`config.mk`:
```
export PLATFORM = sky130hd
export DESIGN_NAME = uart_tx_fifo
export DESIGN_NICKNAME = d
export VERILOG_FILES = /design/src/rtl/uart_tx_fifo.sv
export SDC_FILE = /design/constraint.sdc
export NUM_CORES = 1
export LEC_CHECK = 0
export BUFFER_PORTS_ARGS = -buffer_cell sky130_fd_sc_hd__buf_4
export CAP_MARGIN = 30
export CORE_AREA = 2 2 116 129
export CTS_BUF_LIST = sky130_fd_sc_hd__clkbuf_4 sky130_fd_sc_hd__clkbuf_8
export DETAILED_ROUTE_END_ITERATION = 10
export DIE_AREA = 0 0 118 131
export PLACE_DENSITY = 0.71
export SLEW_MARGIN = 20
export SYNTH_ARGS = -nofsm -noshare
export SYNTH_HDL_FRONTEND = slang
export SYNTH_SLANG_ARGS = --single-unit
```
`constraint.sdc`:
```
create_clock -name clk -period 2.4 [get_ports clk]
set_input_delay 0.24 -clock clk [delete_from_list [all_inputs] [get_ports clk]]
set_output_delay 0.24 -clock clk [all_outputs]
set_load 0.05 [all_outputs]
```
`src/rtl/uart_tx_fifo.sv`:
```
`default_nettype none
// ============================================================================
// Module   : uart_tx_fifo
// Purpose  : FIFO-buffered UART transmitter. The baud divisor, data width,
//            parity and stop bits are set by parameters. Defining the macro
//            UART_TX_BREAK_EN adds a send_break input and a BREAK state.
// Revision : 1.0 - initial release
// ============================================================================
module uart_tx_fifo #(
    parameter int CLK_DIV    = 1250,
    parameter int DATA_BITS  = 8,
    parameter int PARITY     = 0,
    parameter int STOP_BITS  = 1,
    parameter int FIFO_DEPTH = 16
) (
    input  logic                         clk,
    input  logic                         resetn,
    input  logic [DATA_BITS-1:0]         in_data,
    input  logic                         in_valid,
    output logic                         in_ready,
    output logic                         tx,
    output logic                         busy,
`ifdef UART_TX_BREAK_EN
    input  logic                         send_break,
`endif
    output logic [$clog2(FIFO_DEPTH):0]  fifo_level
);

    localparam int c_ptr_w     = $clog2(FIFO_DEPTH);
    localparam int c_par_bits  = (PARITY != 0) ? 1 : 0;
    localparam int c_frame_len = (1 + DATA_BITS + c_par_bits + STOP_BITS) * CLK_DIV;
    localparam int c_tmr_w     = $clog2(2 * c_frame_len + 1);
    localparam int c_cnt_w     = $clog2(DATA_BITS);

    localparam logic [c_tmr_w-1:0] c_bit_load  = c_tmr_w'(CLK_DIV - 1);
    localparam logic [c_tmr_w-1:0] c_stop_load = c_tmr_w'(STOP_BITS * CLK_DIV - 1);
    localparam logic [c_cnt_w-1:0] c_last_bit  = c_cnt_w'(DATA_BITS - 1);
    localparam logic [c_ptr_w:0]   c_full      = (c_ptr_w + 1)'(FIFO_DEPTH);
`ifdef UART_TX_BREAK_EN
    localparam logic [c_tmr_w-1:0] c_brk_load  = c_tmr_w'(2 * c_frame_len - 1);
`endif

    generate
        if (CLK_DIV < 2 || DATA_BITS < 5 || DATA_BITS > 9 || PARITY < 0 || PARITY > 2 ||
            STOP_BITS < 1 || STOP_BITS > 2 || FIFO_DEPTH < 2 ||
            (FIFO_DEPTH & (FIFO_DEPTH - 1)) != 0) begin : g_bad_cfg
            $error("uart_tx_fifo: illegal parameter value");
        end
    endgenerate

    typedef enum logic [2:0] {
        S_IDLE,
        S_START,
        S_DATA,
        S_PARITY,
        S_STOP
`ifdef UART_TX_BREAK_EN
        , S_BREAK
`endif
    } state_t;

    logic [DATA_BITS-1:0] r_mem [FIFO_DEPTH];
    logic [c_ptr_w-1:0]   r_wr_ptr;
    logic [c_ptr_w-1:0]   r_rd_ptr;
    logic [c_ptr_w:0]     r_level;
    logic [c_ptr_w:0]     w_level_next;
    logic                 r_in_ready;

    state_t               r_state;
    logic [c_tmr_w-1:0]   r_timer;
    logic [c_cnt_w-1:0]   r_bit_cnt;
    logic [DATA_BITS-1:0] r_shift;
    logic                 r_par;
    logic                 r_tx;
    logic                 r_busy;
`ifdef UART_TX_BREAK_EN
    logic                 r_brk_hi;
`endif

    logic                 w_push;
    logic                 w_pop;
    logic                 w_bit_end;
    logic                 w_break_req;
    logic                 w_head_par;
    logic [DATA_BITS-1:0] w_head;

`ifdef UART_TX_BREAK_EN
    assign w_break_req = send_break;
`else
    assign w_break_req = 1'b0;
`endif

    assign w_push     = in_valid && r_in_ready;
    assign w_bit_end  = (r_timer == '0);
    assign w_head     = r_mem[r_rd_ptr];
    assign w_head_par = (PARITY == 1) ? ~(^w_head) : (^w_head);

    // Pops only ever happen from a registered non-zero level, so an entry is
    // never read in the same cycle it is written.
    always_comb begin
        w_pop = 1'b0;
        if (r_level != '0) begin
            case (r_state)
                S_IDLE:  w_pop = !w_break_req;
                S_STOP:  w_pop = w_bit_end;
`ifdef UART_TX_BREAK_EN
                S_BREAK: w_pop = w_bit_end && r_brk_hi;
`endif
                default: w_pop = 1'b0;
            endcase
        end
    end

    always_comb begin
        w_level_next = r_level;
        if (w_push && !w_pop) begin
            w_level_next = r_level + 1'b1;
        end else if (!w_push && w_pop) begin
            w_level_next = r_level - 1'b1;
        end
    end

    always_ff @(posedge clk) begin
        if (w_push) begin
            r_mem[r_wr_ptr] <= in_data;
        end
    end

    always_ff @(posedge clk or negedge resetn) begin
        if (!resetn) begin
            r_wr_ptr   <= '0;
            r_rd_ptr   <= '0;
            r_level    <= '0;
            r_in_ready <= 1'b1;
        end else begin
            if (w_push) begin
                r_wr_ptr <= r_wr_ptr + 1'b1;
            end
            if (w_pop) begin
                r_rd_ptr <= r_rd_ptr + 1'b1;
            end
            r_level    <= w_level_next;
            r_in_ready <= (w_level_next != c_full);
        end
    end

    always_ff @(posedge clk or negedge resetn) begin
        if (!resetn) begin
            r_state   <= S_IDLE;
            r_timer   <= '0;
            r_bit_cnt <= '0;
            r_shift   <= '0;
            r_par     <= 1'b0;
            r_tx      <= 1'b1;
            r_busy    <= 1'b0;
`ifdef UART_TX_BREAK_EN
            r_brk_hi  <= 1'b0;
`endif
        end else begin
            if (!w_bit_end) begin
                r_timer <= r_timer - 1'b1;
            end
            case (r_state)
                S_IDLE: begin
`ifdef UART_TX_BREAK_EN
                    if (w_break_req) begin
                        r_state  <= S_BREAK;
                        r_tx     <= 1'b0;
                        r_busy   <= 1'b1;
                        r_timer  <= c_brk_load;
                        r_brk_hi <= 1'b0;
                    end
`endif
                end
                S_START: begin
                    if (w_bit_end) begin
                        r_state   <= S_DATA;
                        r_tx      <= r_shift[0];
                        r_timer   <= c_bit_load;
                        r_bit_cnt <= '0;
                    end
                end
                S_DATA: begin
                    if (w_bit_end) begin
                        r_timer <= c_bit_load;
                        if (r_bit_cnt == c_last_bit) begin
                            if (PARITY != 0) begin
                                r_state <= S_PARITY;
                                r_tx    <= r_par;
                            end else begin
                                r_state <= S_STOP;
                                r_tx    <= 1'b1;
                                r_timer <= c_stop_load;
                            end
                        end else begin
                            r_bit_cnt <= r_bit_cnt + 1'b1;
                            r_shift   <= r_shift >> 1;
                            r_tx      <= r_shift[1];
                        end
                    end
                end
                S_PARITY: begin
                    if (w_bit_end) begin
                        r_state <= S_STOP;
                        r_tx    <= 1'b1;
                        r_timer <= c_stop_load;
                    end
                end
                S_STOP: begin
                    if (w_bit_end) begin
                        r_state <= S_IDLE;
                        r_busy  <= 1'b0;
                    end
                end
`ifdef UART_TX_BREAK_EN
                S_BREAK: begin
                    // Low phase of two frame times, then one bit time of mark.
                    if (w_bit_end) begin
                        if (!r_brk_hi) begin
                            r_tx     <= 1'b1;
                            r_brk_hi <= 1'b1;
                            r_timer  <= c_bit_load;
                        end else begin
                            r_state <= S_IDLE;
                            r_busy  <= 1'b0;
                        end
                    end
                end
`endif
                default: begin
                    r_state <= S_IDLE;
                    r_tx    <= 1'b1;
                    r_busy  <= 1'b0;
                end
            endcase
            // A pop always launches a new frame, overriding the state's own exit.
            if (w_pop) begin
                r_state <= S_START;
                r_shift <= w_head;
                r_par   <= w_head_par;
                r_tx    <= 1'b0;
                r_busy  <= 1'b1;
                r_timer <= c_bit_load;
            end
        end
    end

    assign in_ready   = r_in_ready;
    assign tx         = r_tx;
    assign busy       = r_busy;
    assign fifo_level = r_level;

endmodule
`default_nettype wire
```
==> metrics.txt <==
status=completed; Die X=between 100 and 150 um; Async S/R FF share, synth=roughly a quarter; die height=around 130 um; Psw=roughly 0.0018 W; Root Driver=clkbuf_8; Min Clock Period, post-route=roughly 2400 ps; maximum clock frequency=between 0.4 and 0.5 GHz; crit path max fanout=5; max-slew violation count=0; Lkg Pwr=about 3.0 nW; Post-Synthesis Cell Area=7360 um2; number of global-route vias before repair=approximately 4.2k; CTS tree=done; power density over cell area=between 700 and 800 nW/um2; Final ANT Viol Nets=0; worst setup margin=about 39 ps; # nets final=around 550; Inserted Diodes=0; # H-tree levels=4; vias post-DR=4101; Mapped Cells=roughly 460; Hold Vio Cnt, Final=0; setup TNS=0 ps; clock share of power=between 20 and 30%; Layout area overhead=15.0%; total power=roughly 0.0066 W; Skew-Pair Late Insertion Delay=450 ps; initial antenna violation count=0; CTS sink count=between 150 and 200; Sw Ratio=between 20 and 30%; combinational power share=16.6%; share of cells above drive strength 1=between 20 and 30%; Seq pwr share=between 50% and 60%; Congestion Overflow GR=0; Util after Layout=about 60%; Max Cap Viol=0; Worst-Margin Slew=659 ps; post-synth cell types=51; Yosys warnings=0; wire per inst=approximately 18 um; maximum number of pins on one net before global-route repair=46; Placer Congestion=about 0.76; WL final=~13000 um; number of enable flip-flop cells after synthesis=128; final-report setup violation count=0; leading area contributor after synthesis=edfxtp_1; Post-synth top cells=128 x edfxtp_1, 43 x dfrtp_1, 39 x nor2_1; Via density=5.65; GRT Util Overall=between 10% and 20%; DP Cell Count=just under 700; Max VDD drop=between 0.4 and 0.5 mV; TritonCTS Buffers=17; first-pass GRT wire length=approximately 22000 um; Rel. slew slack=a little under three fifths; clock buffer depth=2; post-synth top area share=a little over half; Hold Path Class=in2reg; WP data arrival=2730 ps; cell with the most instances after synthesis=edfxtp_1; Row Count=46; Cell Count, Final, Fillers Out=726; full die area=roughly 15000 um2; Initial Util=between 50 and 60%; Worst Setup Start Kind=flop; drt pass-1 iters=4; Yosys reg bits=about 170; # IOs=19; syn_area_per_cell=approximately 16 um2; CP Capture Type=flop; Fin Clk Skew=around 7.4 ps; register area share after synthesis=roughly two thirds; RSZ-0062 raised after global routing=true; hpwl dp=~8900 um; WS Path Type=reg2reg; DR iter-0 viols=between 400 and 500; P_int=0.00477 W; ratio of final minimum period to clock period=roughly 98%; Top FF cell, synth=edfxtp_1; Area contributors post-synth=edfxtp_1 52%, dfrtp_1 15%, mux4_2 10%; core area=14200 um2; critical path required time=2770 ps; port bufs=18; DP Worst Slack=-29.2 ps; syn nets=485; Clk pin slew, worst setup/hold paths=80 ps; DRC Markers=0
[routing by layer]
| layer | part of all wire [%] | GRT usage (%) |
|---|---|---|
| met1 | 42 | 23.7 |
| met2 | 52 | 32.8 |
| met3 | 5.0 | 4.43 |
| met4 | 0.92 | 5.74 |
| met5 | 0 | 0 |
[through the flow]
stage	area (um2)	hold slack (ps)
final	8460	86.8
after global routing	8460	83.3
after CTS	8390	59.7
after detailed placement	8000	285
after global placement	8000	272
after floorplan	7380	-55.6
[critical path: stages (launching register included)]
cell and delay [ps]:
dfrtp_1 410, inv_2 90, ha_4 130, nor4b_4 190, nand4_2 190, a21o_4 310, xnor2_4 130, o311a_1 360
or4b_4 480
[path summary, 6_finish.rpt]
kind / to / slack [ps] / start / cells after the start
setup / recovery: in_ready / 40 / r_timer[0] / 8
hold / removal: r_mem[15][2] / 90 / in_data[2] / 1
setup reg to reg: in_ready / 40 / r_timer[0] / 8
hold reg to reg: r_shift[3] / 550 / r_shift[3] / 2
max in group asynchronous: r_rd_ptr[0] / 1650 / resetn / 2
min in group asynchronous: fifo_level[4] / 340 / resetn / 2
[power groups by stage]
| stage | Clock (W) | Sequential (W) | Combinational [W] |
|---|---|---|---|
| 3_3_place_gp | 0 | 0.00372 | 0.00105 |
| 2_1_floorplan | 0 | 0.00386 | 0.000510 |
| 4_1_cts | 0.00187 | 0.00368 | 0.00109 |
| 5_1_grt | 0.00201 | 0.00371 | 0.00119 |
| 6_report | 0.00182 | 0.00367 | 0.00109 |
| 3_5_place_dp | 0 | 0.00374 | 0.00108 |
[what timing repair did]
action | 4_1_cts | 5_1_grt
setup buffers | 1 | 4
hold buffers | 1 | 0
setup endpoints to repair | 1 | 1
hold endpoints to repair | 43 | 0
gates resized for setup | 3 | 8
pin swaps | 2 | 4
[placed cells by master (no fill, tap or decap), types with 3 or more instances in the layout]
cell      instances
nand2_1          20
xnor2_1          12
or4_1             3
buf_4            66
nor3_2            4
inv_1             6
nand3_1           4
xor2_1            8
nand2b_1          4
a22o_1            5
dfrtp_2           3
mux2i_1           9
a211oi_1         16
mux4_2           33
nor4_1            3
nand4_1           5
nor2b_1           9
edfxtp_1        128
nor2_1           39
nor3_1            5
dfrtp_1          40
ha_1             12
a21oi_1          17
clkbuf_4          3
o21ai_0          12
clkinv_4          4
clkbuf_8         17
[flip-flops by register name (all words and copies together), names as in the netlist]
| signal | cells |
|---|---|
| fifo_level | 5 |
| in_ready | 1 |
| r_shift | 8 |
| r_wr_ptr | 4 |
| tx | 1 |
| r_bit_cnt | 3 |
| r_timer | 15 |
| r_state | 3 |
| busy | 1 |
| r_rd_ptr | 4 |
| r_mem | 128 |
[cell type report]
cell class	instances	area, um2
repair buffers	69	546
flip-flops and latches	173	4980
multi-input cells	253	2320
well taps	192	240
clock buffers	20	256
clock inverters	11	97.6
fillers	1095	5750
inverters	8	30.0
[cells by family after synthesis]
| logic type | after synthesis | share of synthesized area, % |
|---|---|---|
| flip-flops | 173 | 67.6 |
| AO/OA/AOI/OAI | 65 | 6.00 |
| multiplexers | 44 | 11.6 |
| AND/OR/NAND/NOR | 110 | 8.08 |
| buffers and inverters | 35 | 2.04 |
| XOR/XNOR | 21 | 2.50 |
| adder cells (fa/ha/maj) | 13 | 2.21 |
No activity file was read; power rests on OpenSTA's default activity.
